==> config.mk <==
export PLATFORM = sky130hd
export DESIGN_NAME = uart_rx
export DESIGN_NICKNAME = d
export VERILOG_FILES = /design/src/rtl/uart_rx.sv
export SDC_FILE = /design/constraint.sdc
export NUM_CORES = 1
export LEC_CHECK = 0
export ABC_AREA = 0
export ABC_CLOCK_PERIOD_IN_PS = 3300
export BUFFER_PORTS_ARGS = -buffer_cell sky130_fd_sc_hd__buf_4
export CORE_MARGIN = 5
export CORE_UTILIZATION = 55
export DETAILED_ROUTE_END_ITERATION = 12
export PLACE_DENSITY = 0.83
export SLEW_MARGIN = 0
export SYNTH_ARGS = -nofsm -noshare
export SYNTH_HDL_FRONTEND = slang
export SYNTH_SLANG_ARGS = --single-unit
==> constraint.sdc <==
create_clock -name i_clk -period 3.3 [get_ports i_clk]
set_clock_uncertainty 0.05 [all_clocks]
set_input_delay 0.495 -clock i_clk [delete_from_list [all_inputs] [get_ports i_clk]]
set_output_delay 0.495 -clock i_clk [all_outputs]
set_load 0.02 [all_outputs]
==> src/rtl/uart_rx.sv <==
// 8N1 UART receiver with a 2-flop line synchronizer and a receive buffer.
// Define UART_RX_FIFO_EN for a FIFO_DEPTH-entry FWFT FIFO; otherwise a single holding register is used.
module uart_rx #(
    parameter int CLKS_PER_BIT = 434,
    parameter int FIFO_DEPTH   = 4
) (
    input  logic       i_clk,
    input  logic       i_rst,
    input  logic       rx,
    output logic [7:0] o_data,
    output logic       o_valid,
    input  logic       i_ready,
    output logic       o_frame_err,
    output logic       o_overrun
);

    localparam int TW = $clog2(CLKS_PER_BIT);
    localparam logic [TW-1:0] T_MID  = TW'(CLKS_PER_BIT / 2 - 1);
    localparam logic [TW-1:0] T_LAST = TW'(CLKS_PER_BIT - 1);

    if (CLKS_PER_BIT < 8) begin : g_bad_clks
        $error("uart_rx: CLKS_PER_BIT must be at least 8");
    end
    if ((FIFO_DEPTH < 2) || ((FIFO_DEPTH & (FIFO_DEPTH - 1)) != 0)) begin : g_bad_depth
        $error("uart_rx: FIFO_DEPTH must be a power of 2 and at least 2");
    end

    typedef enum logic [1:0] {
        IDLE,
        START,
        DATA,
        STOP
    } state_t;

    state_t          state_q, state_d;
    logic [TW-1:0]   timer_q, timer_d;
    logic [2:0]      bit_cnt_q, bit_cnt_d;
    logic [7:0]      shift_q, shift_d;
    logic [1:0]      sync_q, sync_d;
    logic [1:0]      settle_q, settle_d;
    logic            armed_q, armed_d;
    logic            frame_err_q, frame_err_d;
    logic            overrun_q, overrun_d;
    logic            rx_s;
    logic            tick;
    logic            push;
    logic            pop;

    assign rx_s = sync_q[1];
    assign tick = (timer_q == T_LAST);
    assign pop  = o_valid & i_ready;

    // A start is only accepted after rx_s has been seen high on real line samples
    // (settle_q skips the reset-loaded synchronizer values), so a frame cut by
    // reset or a low line after a frame error is never mistaken for a start bit.
    always_comb begin
        state_d     = state_q;
        timer_d     = timer_q;
        bit_cnt_d   = bit_cnt_q;
        shift_d     = shift_q;
        armed_d     = armed_q;
        sync_d      = {sync_q[0], rx};
        settle_d    = (settle_q == 2'd2) ? settle_q : settle_q + 2'd1;
        frame_err_d = 1'b0;
        push        = 1'b0;

        case (state_q)
            IDLE: begin
                timer_d   = '0;
                bit_cnt_d = '0;
                if (armed_q && !rx_s) begin
                    state_d = START;
                    armed_d = 1'b0;
                end else if ((settle_q == 2'd2) && rx_s) begin
                    armed_d = 1'b1;
                end
            end
            START: begin
                if (timer_q == T_MID) begin
                    timer_d = '0;
                    state_d = rx_s ? IDLE : DATA;
                end else begin
                    timer_d = timer_q + 1'b1;
                end
            end
            DATA: begin
                if (tick) begin
                    timer_d   = '0;
                    shift_d   = {rx_s, shift_q[7:1]};
                    bit_cnt_d = bit_cnt_q + 3'd1;
                    if (bit_cnt_q == 3'd7) begin
                        state_d = STOP;
                    end
                end else begin
                    timer_d = timer_q + 1'b1;
                end
            end
            STOP: begin
                if (tick) begin
                    timer_d = '0;
                    state_d = IDLE;
                    if (rx_s) begin
                        push = 1'b1;
                    end else begin
                        frame_err_d = 1'b1;
                    end
                end else begin
                    timer_d = timer_q + 1'b1;
                end
            end
            default: begin
                state_d = IDLE;
                timer_d = '0;
            end
        endcase
    end

    always_ff @(posedge i_clk) begin
        if (!i_rst) begin
            state_q     <= IDLE;
            timer_q     <= '0;
            bit_cnt_q   <= '0;
            shift_q     <= '0;
            sync_q      <= 2'b11;
            settle_q    <= '0;
            armed_q     <= 1'b0;
            frame_err_q <= 1'b0;
            overrun_q   <= 1'b0;
        end else begin
            state_q     <= state_d;
            timer_q     <= timer_d;
            bit_cnt_q   <= bit_cnt_d;
            shift_q     <= shift_d;
            sync_q      <= sync_d;
            settle_q    <= settle_d;
            armed_q     <= armed_d;
            frame_err_q <= frame_err_d;
            overrun_q   <= overrun_d;
        end
    end

    assign o_frame_err = frame_err_q;
    assign o_overrun   = overrun_q;

`ifdef UART_RX_FIFO_EN
    localparam int AW = $clog2(FIFO_DEPTH);

    logic [7:0]    mem_q [FIFO_DEPTH];
    logic [7:0]    mem_d [FIFO_DEPTH];
    logic [AW-1:0] wr_q, wr_d;
    logic [AW-1:0] rd_q, rd_d;
    logic [AW:0]   count_q, count_d;
    logic          full;
    logic          push_ok;

    assign full    = (count_q == (AW + 1)'(FIFO_DEPTH));
    assign push_ok = push & (~full | pop);

    // A pop frees the head slot in the same cycle, so a push into a full FIFO
    // alongside a pop still lands; pointers wrap naturally at a power-of-2 depth.
    always_comb begin
        mem_d     = mem_q;
        wr_d      = wr_q;
        rd_d      = rd_q;
        count_d   = count_q;
        overrun_d = 1'b0;
        if (pop) begin
            rd_d = rd_q + 1'b1;
        end
        if (push_ok) begin
            mem_d[wr_q] = shift_q;
            wr_d        = wr_q + 1'b1;
        end else if (push) begin
            overrun_d = 1'b1;
        end
        case ({push_ok, pop})
            2'b10:   count_d = count_q + 1'b1;
            2'b01:   count_d = count_q - 1'b1;
            default: count_d = count_q;
        endcase
    end

    always_ff @(posedge i_clk) begin
        if (!i_rst) begin
            for (int i = 0; i < FIFO_DEPTH; i++) begin
                mem_q[i] <= '0;
            end
            wr_q    <= '0;
            rd_q    <= '0;
            count_q <= '0;
        end else begin
            mem_q   <= mem_d;
            wr_q    <= wr_d;
            rd_q    <= rd_d;
            count_q <= count_d;
        end
    end

    assign o_data  = mem_q[rd_q];
    assign o_valid = (count_q != '0);
`else
    logic [7:0] hold_q, hold_d;
    logic       valid_q, valid_d;

    always_comb begin
        hold_d    = hold_q;
        valid_d   = valid_q;
        overrun_d = 1'b0;
        if (pop) begin
            valid_d = 1'b0;
        end
        if (push) begin
            if (!valid_q || pop) begin
                hold_d  = shift_q;
                valid_d = 1'b1;
            end else begin
                overrun_d = 1'b1;
            end
        end
    end

    always_ff @(posedge i_clk) begin
        if (!i_rst) begin
            hold_q  <= '0;
            valid_q <= 1'b0;
        end else begin
            hold_q  <= hold_d;
            valid_q <= valid_d;
        end
    end

    assign o_data  = hold_q;
    assign o_valid = valid_q;
`endif

endmodule

==> flow_metrics.env, run 1 <==
export IMPL_io_pins=15
export IMPL_p_per_area_nw_per_um2=524
export IMPL_post_layout_nonfiller_instances=223
export IMPL_vias=1264
export IMPL_cp_required_ns=3.53
export IMPL_relSlewSlack_pct=47.8
export IMPL_tns_ns=0
export IMPL_dr_pass1_iters=4
export IMPL_port_buffers=14
export IMPL_drt_total_wl_um=2980
export IMPL_drc=0
export IMPL_critPathCaptureType="flip-flop"
export IMPL_grt_remaining_overflow=0
export IMPL_synthTopCellsByArea="dfxtp_1, mux2i_1, a21oi_1, ha_1, nand3_1"
export IMPL_p_int_mw=0.760
export IMPL_synth_commonest_cells="dfxtp_1, a21oi_1, nand2_1, nor2_1, nand3_1"
export IMPL_ys_warn_count=0
export IMPL_power_frac_seq_pct=50.9
export IMPL_hold_buffers=0
export IMPL_period_minus_slack_ns=2.04
export IMPL_max_cap_violations=0
export IMPL_cts_buffers=5
export IMPL_period_share_pct=61.7
export IMPL_grt_total_usage_pct=16.5
export IMPL_syn_num_nets=187
export IMPL_synth_seq_cells=38
export IMPL_grt_max_degree=20
export IMPL_cts_max_level=2
export IMPL_drtIter0Drc=68
export IMPL_critical_path_class="flip-flop to flip-flop"
export IMPL_synth_top_area_cell="dfxtp_1"
export IMPL_slowest_stage="nor2_1"
export IMPL_outcome="finished, final reports clean"
export IMPL_diodes=0
export IMPL_crit_chain="ha_1 -> nand4b_1 -> nor2_1 -> nand3_2 -> mux2i_1"
export IMPL_core_area_um2=2780
export IMPL_die_y_um=64.0
export IMPL_antenna_left=0
export IMPL_hold_path_depth=2
export IMPL_synth_most_common_cell="dfxtp_1"
export IMPL_worst_path_max_fanout=12
export IMPL_layout_setup_ws_ns=1.26
export IMPL_yosysUniqueCellTypes=29
export IMPL_initial_utilization_pct=57.6
export IMPL_fin_nets=201
export IMPL_post_cts_resized=0
export IMPL_clkTransAtPathRegs_ns=0.12
export IMPL_worst_path_buf_inv=0
export IMPL_synth_top_flop_cell="dfxtp_1"
export IMPL_insertion_delay_ns=0.35
export IMPL_dp_cells=215
export IMPL_ir_drop_uv=595
export IMPL_syn_instance_count=177
export IMPL_avgViaCountPerCell=5.67
export IMPL_maxSlewViolCount=0
export IMPL_synth_top_area_share_pct=47.5
export IMPL_place_congestion=0.809
export IMPL_synth_edf_count=0
export IMPL_slowest_delay_ns=0.56
export IMPL_hold_viol=0
export IMPL_grt_pass1_vias=1207
export IMPL_hold_class="input port to flip-flop"
export IMPL_path_delay_family="simple AND/OR/NAND/NOR gates"
export IMPL_ys_seq_area_share_pct=47.5
export IMPL_cts_tree="yes"
export IMPL_p_clk_share_pct=42.7
export IMPL_root_buffer="clkbuf_4"
export IMPL_power_leakage_nw=0.726
export IMPL_syn_avg_cell_area_um2=9.05
export IMPL_worst_slew_pin_slew_ns=0.781
export IMPL_drive_above_1_share_pct=13.5
export IMPL_rows=19
export IMPL_finalSetupViolCount=0
export IMPL_dp_hpwl_um=2220
export IMPL_post_cts_buffers=0
export IMPL_syn_cell_area_um2=1600
export IMPL_place_ws_ns=1.30
export IMPL_crit_start="timer_q[0]"
export IMPL_reg2reg_depth=5
export IMPL_comb_power_share_pct=6.5
export IMPL_crit_path_start_kind="flip-flop"
export IMPL_cts_num_sinks=38
export IMPL_cp_depth=5
export IMPL_switchingPower_mw=0.198
export IMPL_fp_dieArea_um2=4090
export IMPL_hp_start="rx"
export IMPL_fp_dieW_um=64.0
export IMPL_p_sw_share_pct=20.7
export IMPL_arrival_ns=2.27
export IMPL_wire_per_inst_um=13.4
export IMPL_grt_pass1_wl_um=5450
export IMPL_synthArstFlopShare_pct=0
export IMPL_clk_path_buf_depth=2
export IMPL_r2r_start="timer_q[0]"
export IMPL_grt_antenna_before_repair=0
export IMPL_fmax_ghz=0.491
export IMPL_rsz0062_at_grt="no"
export IMPL_syn_to_final_growth_pct=14.2
==> through the flow <==
stage          power, mW  hold slack, ns  area (um2)  utilization [%]
2_1_floorplan      0.546           0.336        1600                -
3_3_place_gp       0.554           0.345        1720             61.8
3_5_place_dp       0.560           0.352        1720             61.8
4_1_cts            0.965           0.266        1830             65.8
5_1_grt             1.00           0.285        1830             65.8
6_report           0.958           0.277        1830             65.8
==> final cells by class <==
| class | instances | area (um2) |
|---|---|---|
| Timing Repair Buffer | 14 | 105 |
| Clock buffer | 6 | 51.3 |
| Inverter | 7 | 26.3 |
| Clock inverter | 2 | 60.1 |
| Sequential cell | 38 | 761 |
| Tap cell | 31 | 38.8 |
| Fill cell | 236 | 952 |
| Multi-Input combinational cell | 125 | 787 |
==> flip-flops by register name, summed over array words and instances (netlist names), named ones only <==
| name | cells |
|---|---|
| timer_q | 9 |
| o_data | 8 |
| shift_q | 8 |
| bit_cnt_q | 3 |
| settle_q | 2 |
| sync_q | 2 |
| armed_q | 1 |
| o_frame_err | 1 |
| o_overrun | 1 |
| o_valid | 1 |
| state_q | 1 |
==> worst paths after layout <==
path                                   end  slack, ns
worst min register to register   sync_q[1]       0.39
worst max register to register  shift_q[5]       1.26
worst max-delay path            shift_q[5]       1.26
worst min-delay path             sync_q[0]       0.28
==> cell usage in the layout (no fill, tap or decap), types with 2 or more instances in the layout <==
master     Yosys  final
mux2i_1        9      9
nand3_1       14     14
bufinv_16      0      2
nand2b_1       3      3
buf_4          0     14
nor3b_1        2      2
inv_1          7      7
dfxtp_1       38     38
nand4_1        4      4
nor3_1         6      6
o21ai_0       12     12
xor2_1         6      6
xnor2_1        2      2
nand2_1       16     16
nor2_1        16     16
ha_1           6      6
clkbuf_4       0      5
o211a_1        2      2
a21oi_1       16     16
==> cells by family after synthesis <==
group | after synthesis | synth area share [%]
AOI/OAI and AO/OA | 33 | 12.0
xor gates and xnor gates | 8 | 4.38
adders and majority gates | 6 | 4.69
buffers and inverters | 14 | 3.36
DFF | 38 | 47.5
muxes | 9 | 5.63
and+or+nand+nor | 69 | 22.5
==> power by group through the flow <==
stage                     Sequential, mW  Clock, mW  Combinational (mW)
after floorplan                    0.494          0              0.0521
after global placement             0.497          0              0.0570
after detailed placement           0.498          0              0.0620
after CTS                          0.487      0.415              0.0627
after global routing               0.489      0.444              0.0705
final                              0.487      0.409              0.0619
==> metal layers <==
metal  up-vias  track usage (%)  share of wire, %
met5         -                0                 0
met4         0             6.49               1.5
met3         6             6.13               5.6
met2        21             26.5                49
met1       596             19.8                44
li1        641                -                 -
No activity file was read; power rests on OpenSTA's default activity.
==> run 2: changes to the inputs <==
--- a/config.mk
+++ b/config.mk
@@ -6,7 +6,7 @@
 export NUM_CORES = 1
 export LEC_CHECK = 0
 export ABC_AREA = 0
-export ABC_CLOCK_PERIOD_IN_PS = 3300
+export ABC_CLOCK_PERIOD_IN_PS = 2000
 export BUFFER_PORTS_ARGS = -buffer_cell sky130_fd_sc_hd__buf_4
 export CORE_MARGIN = 5
 export CORE_UTILIZATION = 55
==> constraint.sdc (replaced) <==
create_clock -name i_clk -period 2 [get_ports i_clk]
set_clock_uncertainty 0.05 [all_clocks]
set_input_delay 0.3 -clock i_clk [delete_from_list [all_inputs] [get_ports i_clk]]
set_output_delay 0.3 -clock i_clk [all_outputs]
set_load 0.02 [all_outputs]
==> flow_metrics.env, run 2 (synthesis gave the netlist of run 1 again) <==
export IMPL_drt_total_wl_um=3010
export IMPL_arrival_ns=2.01
export IMPL_fp_dieW_um=64.0
export IMPL_critical_path_class="flip-flop to flip-flop"
export IMPL_clkTransAtPathRegs_ns=0.11
export IMPL_final_common_cell="dfxtp_1"
export IMPL_cp_required_ns=2.17
export IMPL_drive_above_1_share_pct=14.0
export IMPL_design_area_um2=1780
export IMPL_drtIter0Drc=84
export IMPL_drc=0
export IMPL_fin_nets=203
export IMPL_power_leakage_nw=0.709
export IMPL_core_area_um2=2780
export IMPL_grt_pass1_wl_um=5320
export IMPL_utilization_pct=64.0
export IMPL_dr_pass1_iters=4
export IMPL_vias=1271
export IMPL_crit_chain="inv_1 -> ha_1 -> or4b_4 -> o211a_1 -> o21ai_4 -> nor2_1"
export IMPL_final_cell_mix="dfxtp_1, nor2_1, nand2_1, a21oi_1, buf_4"
export IMPL_grt_remaining_overflow=0
export IMPL_cts_max_level=2
export IMPL_hold_viol=0
export IMPL_cts_buffers=5
export IMPL_place_congestion=0.746
export IMPL_grt_antenna_before_repair=0
export IMPL_grt_pass1_vias=1219
export IMPL_slowest_delay_ns=0.47
export IMPL_period_minus_slack_ns=1.84
export IMPL_finalSetupViolCount=0
export IMPL_ir_drop_uv=730
export IMPL_io_pins=15
export IMPL_period_share_pct=92.1
export IMPL_detailed_place_area_um2=1730
export IMPL_avgViaCountPerCell=5.67
export IMPL_crit_path_start_kind="flip-flop"
export IMPL_outcome="finished, final reports clean"
export IMPL_slowest_stage="or4b_4"
export IMPL_max_cap_violations=0
export IMPL_insertion_delay_ns=0.34
export IMPL_cts_tree="yes"
export IMPL_worst_path_max_fanout=9
export IMPL_worst_slew_pin_slew_ns=0.442
export IMPL_multi_input_area_um2=787
export IMPL_critPathCaptureType="flip-flop"
export IMPL_final_fill_count=229
export IMPL_rows=19
export IMPL_fp_dieArea_um2=4090
export IMPL_hold_class="input port to flip-flop"
export IMPL_wire_per_inst_um=13.4
export IMPL_post_cts_resized=0
export IMPL_initial_utilization_pct=57.6
export IMPL_largest_reg_flops=9
export IMPL_hold_buffers=0
export IMPL_regMostFlops="timer_q"
export IMPL_cts_num_sinks=38
export IMPL_clk_path_buf_depth=2
export IMPL_grt_max_degree=20
export IMPL_antenna_left=0
export IMPL_syn_to_final_growth_pct=11.2
export IMPL_path_delay_family="simple AND/OR/NAND/NOR gates"
export IMPL_relSlewSlack_pct=70.5
export IMPL_port_buffers=14
export IMPL_root_buffer="clkbuf_4"
export IMPL_maxSlewViolCount=0
export IMPL_diodes=0
export IMPL_seq_area_um2=761
export IMPL_grt_total_usage_pct=16.1
export IMPL_p_per_area_nw_per_um2=710
export IMPL_tns_ns=0
export IMPL_post_cts_buffers=0
export IMPL_die_y_um=64.0
export IMPL_fmax_ghz=0.543
export IMPL_worst_path_buf_inv=1
export IMPL_dp_hpwl_um=2260
export IMPL_rsz0062_at_grt="no"
[run 2: final timing paths]
| path | startpoint | to | slack (ns) | depth (start not counted) |
|---|---|---|---|---|
| max | timer_q[0] | timer_q[8] | 0.16 | 6 |
| min | rx | sync_q[0] | 0.10 | 2 |
| max reg2reg | timer_q[0] | timer_q[8] | 0.16 | 6 |
| min reg2reg | sync_q[0] | sync_q[1] | 0.37 | 1 |
[run 2: metrics by stage]
| step | instances | total power, mW | hold WS (ns) | setup slack (ns) |
|---|---|---|---|---|
| global route | 224 | 1.35 | 0.0825 | 0.0565 |
| finish | 224 | 1.26 | 0.101 | 0.159 |
| detailed placement | 217 | 0.923 | 0.353 | 0.195 |
| CTS | 224 | 1.27 | 0.0850 | 0.163 |
| floorplan | 177 | 0.902 | 0.336 | 0.327 |
| global placement | 217 | 0.914 | 0.348 | 0.270 |
[run 2: cell type report]
type | count | area share (%)
Inverter | 7 | 1.48
Sequential cell | 38 | 42.7
Multi-Input combinational cell | 125 | 44.2
Clock buffer | 5 | 2.11
Clock inverter | 2 | 0.562
Timing Repair Buffer | 16 | 6.75
Tap cell | 31 | 2.18
[run 2: power by group]
| group | internal [mW] | total (mW) | switching, mW | leakage [nW] |
|---|---|---|---|---|
| logic | 0.0456 | 0.0995 | 0.0539 | 0.371 |
| clock network | 0.126 | 0.360 | 0.234 | 0.0308 |
| registers | 0.785 | 0.804 | 0.0189 | 0.307 |
| total | 0.957 | 1.26 | 0.307 | 0.709 |
[run 2: worst register-to-register path: cells and delay by family (launching register included)]
family / cells / cell delay (ns)
flip-flops: 1 / 0.38
AO/OA/AOI/OAI: 2 / 0.53
adder cells (fa/ha/maj): 1 / 0.13
buffers and inverters: 1 / 0.08
AND/OR/NAND/NOR: 2 / 0.56
[run 2: per-layer routing]
layer  wire length, um  GRT usage (%)  vias up
met5                 0              0        -
met4                24           4.42        0
met3               145           6.13        3
met2              1550           27.5       20
met1              1290           18.6      601
li1                  -              -      647
